--- src/rtl/mpeg2_pkg.sv ---
// Shared definitions for the macroblock scheduler: FSM encoding,
// blocks-per-macroblock count and colour-component codes.
package mpeg2_pkg;

    // Four luma blocks plus one Cb and one Cr block per 4:2:0 macroblock.
    localparam int NUM_BLK = 6;

    localparam logic [1:0] CC_LUMA = 2'd0;
    localparam logic [1:0] CC_CB   = 2'd1;
    localparam logic [1:0] CC_CR   = 2'd2;

    typedef enum logic [2:0] {
        ST_IDLE    = 3'd0,
        ST_SEL     = 3'd1,
        ST_WAIT    = 3'd2,
        ST_LAUNCH  = 3'd3,
        ST_RUN     = 3'd4,
        ST_RELEASE = 3'd5,
        ST_DONE    = 3'd6
    } state_t;

    // Block index to colour component: 0-3 luma, 4 Cb, 5 Cr.
    function automatic logic [1:0] blk_to_cc(input logic [2:0] blk);
        logic [1:0] cc;
        case (blk)
            3'd4:    cc = CC_CB;
            3'd5:    cc = CC_CR;
            default: cc = CC_LUMA;
        endcase
        return cc;
    endfunction

endpackage

--- src/rtl/mb_sched_if.sv ---
// Bundle of the macroblock handshake, DCT buffer handshake and encoder
// control signals around the scheduler.
interface mb_sched_if;

    logic       mb_start;
    logic       mb_intra;
    logic [5:0] mb_cbp;
    logic       mb_busy;
    logic       mb_done;
    logic       buf_valid;
    logic [2:0] buf_blk;
    logic       buf_release;
    logic       rle_rdy;
    logic       rle_en;
    logic       rle_intra;
    logic       h_en;
    logic       h_end;
    logic [1:0] blk_cc;
    logic [2:0] blk_cnt;

    // Surrounding pipeline: issues macroblocks, owns buffers and encoder.
    modport master (
        output mb_start, mb_intra, mb_cbp, buf_valid, rle_rdy, h_en, h_end,
        input  mb_busy, mb_done, buf_blk, buf_release, rle_en, rle_intra,
               blk_cc, blk_cnt
    );

    // The scheduler itself.
    modport slave (
        input  mb_start, mb_intra, mb_cbp, buf_valid, rle_rdy, h_en, h_end,
        output mb_busy, mb_done, buf_blk, buf_release, rle_en, rle_intra,
               blk_cc, blk_cnt
    );

endinterface

--- src/rtl/mb_blk_sel.sv ---
// Next-coded-block search: lowest set bit of mask at or above ptr.
// A pointer of 6 or 7 never matches, which is how the scheduler ends.
module mb_blk_sel
    import mpeg2_pkg::*;
(
    input  logic [5:0] mask,
    input  logic [2:0] ptr,
    output logic [2:0] idx,
    output logic       found
);

    // Scan from the top down so the lowest qualifying index wins.
    always_comb begin
        idx   = '0;
        found = 1'b0;
        for (int i = NUM_BLK - 1; i >= 0; i--) begin
            if (mask[i] && (3'(i) >= ptr)) begin
                idx   = 3'(i);
                found = 1'b1;
            end
        end
    end

endmodule

--- src/rtl/mb_sched.sv ---
// Macroblock scheduler: walks the coded blocks of one macroblock, waits
// for each DCT buffer and an idle encoder, launches the encoder, waits for
// its end-of-block hash strobe and releases the buffer.
//
// state      | meaning
// -----------+-----------------------------------------------------------
// IDLE       | waiting for mb_start; latches intra flag and block mask
// SEL        | pick next coded block at/above pointer, or finish
// WAIT       | wait for buffer valid and encoder ready together
// LAUNCH     | one-cycle rle_en
// RUN        | encoder busy until h_en and h_end coincide
// RELEASE    | one-cycle buf_release, count block, advance pointer
// DONE       | one-cycle mb_done, back to IDLE
module mb_sched
    import mpeg2_pkg::*;
(
    input  logic    clk,
    input  logic    reset,
    mb_sched_if.slave bus
);

    state_t     state;
    state_t     state_nx;
    logic [5:0] mask;
    logic [2:0] ptr;
    logic [2:0] blk;
    logic [2:0] cnt;
    logic       intra_q;
    logic [2:0] sel_idx;
    logic       sel_found;

    mb_blk_sel u_blk_sel (
        .mask  (mask),
        .ptr   (ptr),
        .idx   (sel_idx),
        .found (sel_found)
    );

    // State register.
    always_ff @(posedge clk) begin
        if (reset) begin
            state <= ST_IDLE;
        end else begin
            state <= state_nx;
        end
    end

    // Next-state logic; mb_start is only looked at in IDLE.
    always_comb begin
        state_nx = state;
        case (state)
            ST_IDLE:    if (bus.mb_start) state_nx = ST_SEL;
            ST_SEL:     state_nx = sel_found ? ST_WAIT : ST_DONE;
            ST_WAIT:    if (bus.buf_valid && bus.rle_rdy) state_nx = ST_LAUNCH;
            ST_LAUNCH:  state_nx = ST_RUN;
            ST_RUN:     if (bus.h_en && bus.h_end) state_nx = ST_RELEASE;
            ST_RELEASE: state_nx = ST_SEL;
            ST_DONE:    state_nx = ST_IDLE;
            default:    state_nx = ST_IDLE;
        endcase
    end

    // Macroblock context: mask, search pointer, current block, count, intra.
    always_ff @(posedge clk) begin
        if (reset) begin
            mask    <= '0;
            ptr     <= '0;
            blk     <= '0;
            cnt     <= '0;
            intra_q <= 1'b0;
        end else begin
            case (state)
                ST_IDLE: begin
                    if (bus.mb_start) begin
                        intra_q <= bus.mb_intra;
                        mask    <= bus.mb_intra ? 6'b111111 : bus.mb_cbp;
                        cnt     <= '0;
                        ptr     <= '0;
                    end
                end
                ST_SEL: begin
                    if (sel_found) blk <= sel_idx;
                end
                ST_RELEASE: begin
                    cnt <= cnt + 3'd1;
                    ptr <= blk + 3'd1;
                end
                default: ;
            endcase
        end
    end

    // Pulses and status decode from the state register only.
    assign bus.mb_busy     = (state != ST_IDLE);
    assign bus.mb_done     = (state == ST_DONE);
    assign bus.rle_en      = (state == ST_LAUNCH);
    assign bus.buf_release = (state == ST_RELEASE);
    assign bus.buf_blk     = blk;
    assign bus.blk_cnt     = cnt;
    assign bus.rle_intra   = intra_q;
    assign bus.blk_cc      = blk_to_cc(blk);

    // Encoder start and end-of-macroblock are strictly single-cycle.
    a_rle_en_pulse : assert property (@(posedge clk) disable iff (reset)
        bus.rle_en |=> !bus.rle_en);
    a_done_pulse : assert property (@(posedge clk) disable iff (reset)
        bus.mb_done |=> !bus.mb_done);

    // The encoder must see a constant intra flag for the whole macroblock.
    a_intra_stable : assert property (@(posedge clk) disable iff (reset)
        (bus.mb_busy && $past(bus.mb_busy)) |-> $stable(bus.rle_intra));

endmodule

--- src/flat_wrapper.sv ---
// flat-port wrapper written by rule: the top's interface ports become plain ports
module mb_sched_flat import mpeg2_pkg::*;
  (clk, reset, bus_mb_start, bus_mb_intra, bus_mb_cbp, bus_buf_valid, bus_rle_rdy, bus_h_en, bus_h_end, bus_mb_busy, bus_mb_done, bus_buf_blk, bus_buf_release, bus_rle_en, bus_rle_intra, bus_blk_cc, bus_blk_cnt);
  mb_sched_if bus_i ();
  input  logic clk;
  input  logic reset;
  input wire logic [$bits(bus_i.mb_start)-1:0] bus_mb_start;
  input wire logic [$bits(bus_i.mb_intra)-1:0] bus_mb_intra;
  input wire logic [$bits(bus_i.mb_cbp)-1:0] bus_mb_cbp;
  input wire logic [$bits(bus_i.buf_valid)-1:0] bus_buf_valid;
  input wire logic [$bits(bus_i.rle_rdy)-1:0] bus_rle_rdy;
  input wire logic [$bits(bus_i.h_en)-1:0] bus_h_en;
  input wire logic [$bits(bus_i.h_end)-1:0] bus_h_end;
  output wire logic [$bits(bus_i.mb_busy)-1:0] bus_mb_busy;
  output wire logic [$bits(bus_i.mb_done)-1:0] bus_mb_done;
  output wire logic [$bits(bus_i.buf_blk)-1:0] bus_buf_blk;
  output wire logic [$bits(bus_i.buf_release)-1:0] bus_buf_release;
  output wire logic [$bits(bus_i.rle_en)-1:0] bus_rle_en;
  output wire logic [$bits(bus_i.rle_intra)-1:0] bus_rle_intra;
  output wire logic [$bits(bus_i.blk_cc)-1:0] bus_blk_cc;
  output wire logic [$bits(bus_i.blk_cnt)-1:0] bus_blk_cnt;
  assign bus_i.mb_start = bus_mb_start;
  assign bus_i.mb_intra = bus_mb_intra;
  assign bus_i.mb_cbp = bus_mb_cbp;
  assign bus_i.buf_valid = bus_buf_valid;
  assign bus_i.rle_rdy = bus_rle_rdy;
  assign bus_i.h_en = bus_h_en;
  assign bus_i.h_end = bus_h_end;
  assign bus_mb_busy = bus_i.mb_busy;
  assign bus_mb_done = bus_i.mb_done;
  assign bus_buf_blk = bus_i.buf_blk;
  assign bus_buf_release = bus_i.buf_release;
  assign bus_rle_en = bus_i.rle_en;
  assign bus_rle_intra = bus_i.rle_intra;
  assign bus_blk_cc = bus_i.blk_cc;
  assign bus_blk_cnt = bus_i.blk_cnt;
  mb_sched u_core (.clk(clk), .reset(reset), .bus(bus_i));
endmodule
--- config.mk ---
export PLATFORM = sky130hd
export DESIGN_NAME = mb_sched_flat
export DESIGN_NICKNAME = d
export VERILOG_FILES = /design/src/rtl/mpeg2_pkg.sv /design/src/rtl/mb_sched_if.sv /design/src/rtl/mb_blk_sel.sv /design/src/rtl/mb_sched.sv /design/src/flat_wrapper.sv
export SDC_FILE = /design/constraint.sdc
export NUM_CORES = 1
export LEC_CHECK = 0
export ABC_AREA = 1
export CORE_UTILIZATION = 50
export DETAILED_ROUTE_END_ITERATION = 8
export PLACE_DENSITY = 0.83
export SKIP_CTS_REPAIR_TIMING = 1
export SYNTH_ARGS = -nofsm -noshare
export SYNTH_HDL_FRONTEND = slang
export SYNTH_SLANG_ARGS = --single-unit
--- constraint.sdc ---
create_clock -name clk -period 1.7 [get_ports clk]
set_input_delay 0.51 -clock clk [delete_from_list [all_inputs] [get_ports clk]]
set_output_delay 0.51 -clock clk [all_outputs]
set_load 0.005 [all_outputs]
==> impl_metrics.env <==
export IMPL_outcome="complete, but fails checks"
export IMPL_violations="negative setup slack"
export IMPL_crit_type="flop to primary output"
export IMPL_period_needed_ns=1.70
export IMPL_antenna_cells=0
export IMPL_antenna_found_initial=0
export IMPL_n_fill_cell=132
export IMPL_finalCritPeriodShare_pct=100
export IMPL_power_total_mw=1.89
export IMPL_top_usage_layer="met2"
export IMPL_syn_area_per_cell_um2=6.97
export IMPL_htree_levels=1
export IMPL_relSlewSlack_pct=74.7
export IMPL_port_buffers=26
export IMPL_dr_pass1_iters=4
export IMPL_vdd_drop_max_uv=830
export IMPL_nNetsFinal=199
export IMPL_endpoint_kind="primary output"
export IMPL_regArea_um2=398
export IMPL_crit_fanout=3
export IMPL_tightest_slew_ns=0.376
export IMPL_clockBufferDepth=2
export IMPL_hold_viol=0
export IMPL_via_per_inst=4.96
export IMPL_clock_sinks=19
export IMPL_drt_wl_total_mm=2.53
export IMPL_grtUsageMet1_pct=25.8
export IMPL_crit_path_max_incr_delay_ns=0.35
export IMPL_drc=0
export IMPL_hp_class="flop to flop"
export IMPL_core_um2=1780
export IMPL_pre_cts_slack_ns=0.0270
export IMPL_routedWlPerCell_um=12.4
export IMPL_grt_pass1_vias=861
export IMPL_ant_nets=0
export IMPL_initial_core_util_pct=54.7
export IMPL_drv_slew=0
export IMPL_dpl_cell_area_um2=1330
export IMPL_ys_warnings_count=0
export IMPL_cp_cell_sequence="buf_4 -> nor2_4 -> nand2_1 -> dlymetal6s2s_1"
export IMPL_drv_cap=0
export IMPL_fp_row_count=15
export IMPL_worstPathRequired_ns=1.19
export IMPL_place_hpwl_mm=1.68
export IMPL_fin_skew_ns=0.0139
export IMPL_fp_dieH_um=46.2
export IMPL_use_met2_pct=41.7
export IMPL_synth_seq_area_share_pct=39.0
export IMPL_die_area_um2=2130
export IMPL_syn_area_um2=976
export IMPL_multi_input_area_um2=522
export IMPL_area_delta_synth_final_pct=47.3
export IMPL_synth_cells=140
export IMPL_die_x_um=46.2
export IMPL_synth_nets=158
export IMPL_fin_setup_tns_ns=-0.00173
export IMPL_leakage_nw=0.784
export IMPL_fin_area_um2=1440
export IMPL_setup_slack_ns=-0.00173
export IMPL_layout_commonest_cell="nand2_1"
export IMPL_fin_util_pct=80.6
export IMPL_worst_hold_slack_ns=0.447
export IMPL_cts_root_buf="clkbuf_4"
export IMPL_num_vias=1017
export IMPL_yosys_register_bits=19
export IMPL_setup_viol=1
export IMPL_synth_cell_type_count=22
export IMPL_arrival_ns=1.19
export IMPL_initialDrtViolationCount=20
export IMPL_cp_start_kind="flop"
export IMPL_cts_tree="done"
export IMPL_grt_max_degree=16
export IMPL_grtUsageTotal_pct=24.1
export IMPL_ios=27
export IMPL_grt_first_pass_wirelength_mm=3.52
export IMPL_max_freq_ghz=0.588
export IMPL_fin_cells=205
export IMPL_path_clk_slew_ns=0.13
export IMPL_placed_cells=197
export IMPL_clock_latency_ns=0.32
export IMPL_overflow=0
export IMPL_p_per_area_nw_per_um2=1310
export IMPL_tritoncts_num_buffers=3
export IMPL_slowest_stage="dfxtp_2"
export IMPL_mostFrequentLayoutCells="nand2_1, inv_1, clkdlybuf4s50_1"
export IMPL_grtUsageMet3_pct=4.71
export IMPL_gp_congestion=0.854
export IMPL_rsz0062_at_grt="yes"
export IMPL_drive_gt1_share_pct=22.8
## cell families after synthesis
kind of cell,Yosys count,synth area share [%]
buffers and inverters,23,9.61
xor gates and xnor gates,2,1.80
and+or+nand+nor,67,29.2
DFF,19,39.0
adders and majority gates,4,5.13
AOI/OAI and AO/OA,25,15.3
## registers in the layout (all words and copies together) (netlist names)
name	flops
u_core.state	3
u_core.mask	6
u_core.bus.buf_blk	3
u_core.bus.blk_cnt	3
u_core.bus.rle_intra	1
u_core.ptr	3
## report_power, final
part           total, mW  internal [mW]  leakage [nW]  switching [mW]
logic              0.992          0.474         0.606           0.518
clock network      0.249         0.0881        0.0177           0.161
registers          0.649          0.571         0.160          0.0783
total               1.89           1.13         0.784           0.757
## layout make-up
type,instances,area share (%)
clock buffers,3,1.57
clock inverters,1,0.348
inverters,21,5.48
multi-input cells,98,36.3
flip-flops and latches,19,27.7
well taps,25,2.18
repair buffers,38,26.5
## metal layers
layer	wire length [µm]	part of all wire (%)	vias up
li1	-	-	527
met1	1090	43	459
met2	1260	50	22
met3	72	2.8	9
met4	103	4.1	0
met5	0	0	-
## worst max-delay path, delay by kind of cell, from the launching register on
kind / cells / cell delay (ns)
flops: 1 / 0.35
buf+inv: 2 / 0.35
simple gates: 2 / 0.20
## path summary, 6_finish.rpt
check | start | endpoint | slack [ns] | cells after the start
max reg2reg | u_core.state[1] | u_core.mask[1] | 0.40 | 7
max | u_core.state[1] | bus_mb_busy | -0.002 | 4
min | u_core.bus.rle_intra | u_core.bus.rle_intra | 0.45 | 2
min reg2reg | u_core.bus.rle_intra | u_core.bus.rle_intra | 0.45 | 2
## cells in the mapped netlist
| library cell | n | share of area [%] |
|---|---|---|
| clkbuf_1 | 1 | 0.38 |
| nand3_2 | 1 | 1.0 |
| nand2_2 | 1 | 0.64 |
| dfxtp_1 | 19 | 39 |
| o21bai_1 | 3 | 2.3 |
| nor2_2 | 1 | 0.64 |
| ha_1 | 4 | 5.1 |
| xor2_1 | 2 | 1.8 |
| inv_1 | 18 | 6.9 |
| o21ai_0 | 2 | 1.0 |
| nand3_1 | 4 | 2.1 |
| a211oi_1 | 3 | 2.3 |
| nand2_1 | 41 | 16 |
| o21a_1 | 1 | 0.77 |
| a21oi_2 | 1 | 0.90 |
| nor2_4 | 1 | 1.2 |
| nor2_1 | 10 | 3.8 |
| o211ai_1 | 1 | 0.77 |
| buf_6 | 1 | 1.2 |
| a21oi_1 | 14 | 7.2 |
| inv_2 | 3 | 1.2 |
| nor3_1 | 8 | 4.1 |
(Power assumes the default switching activity.)
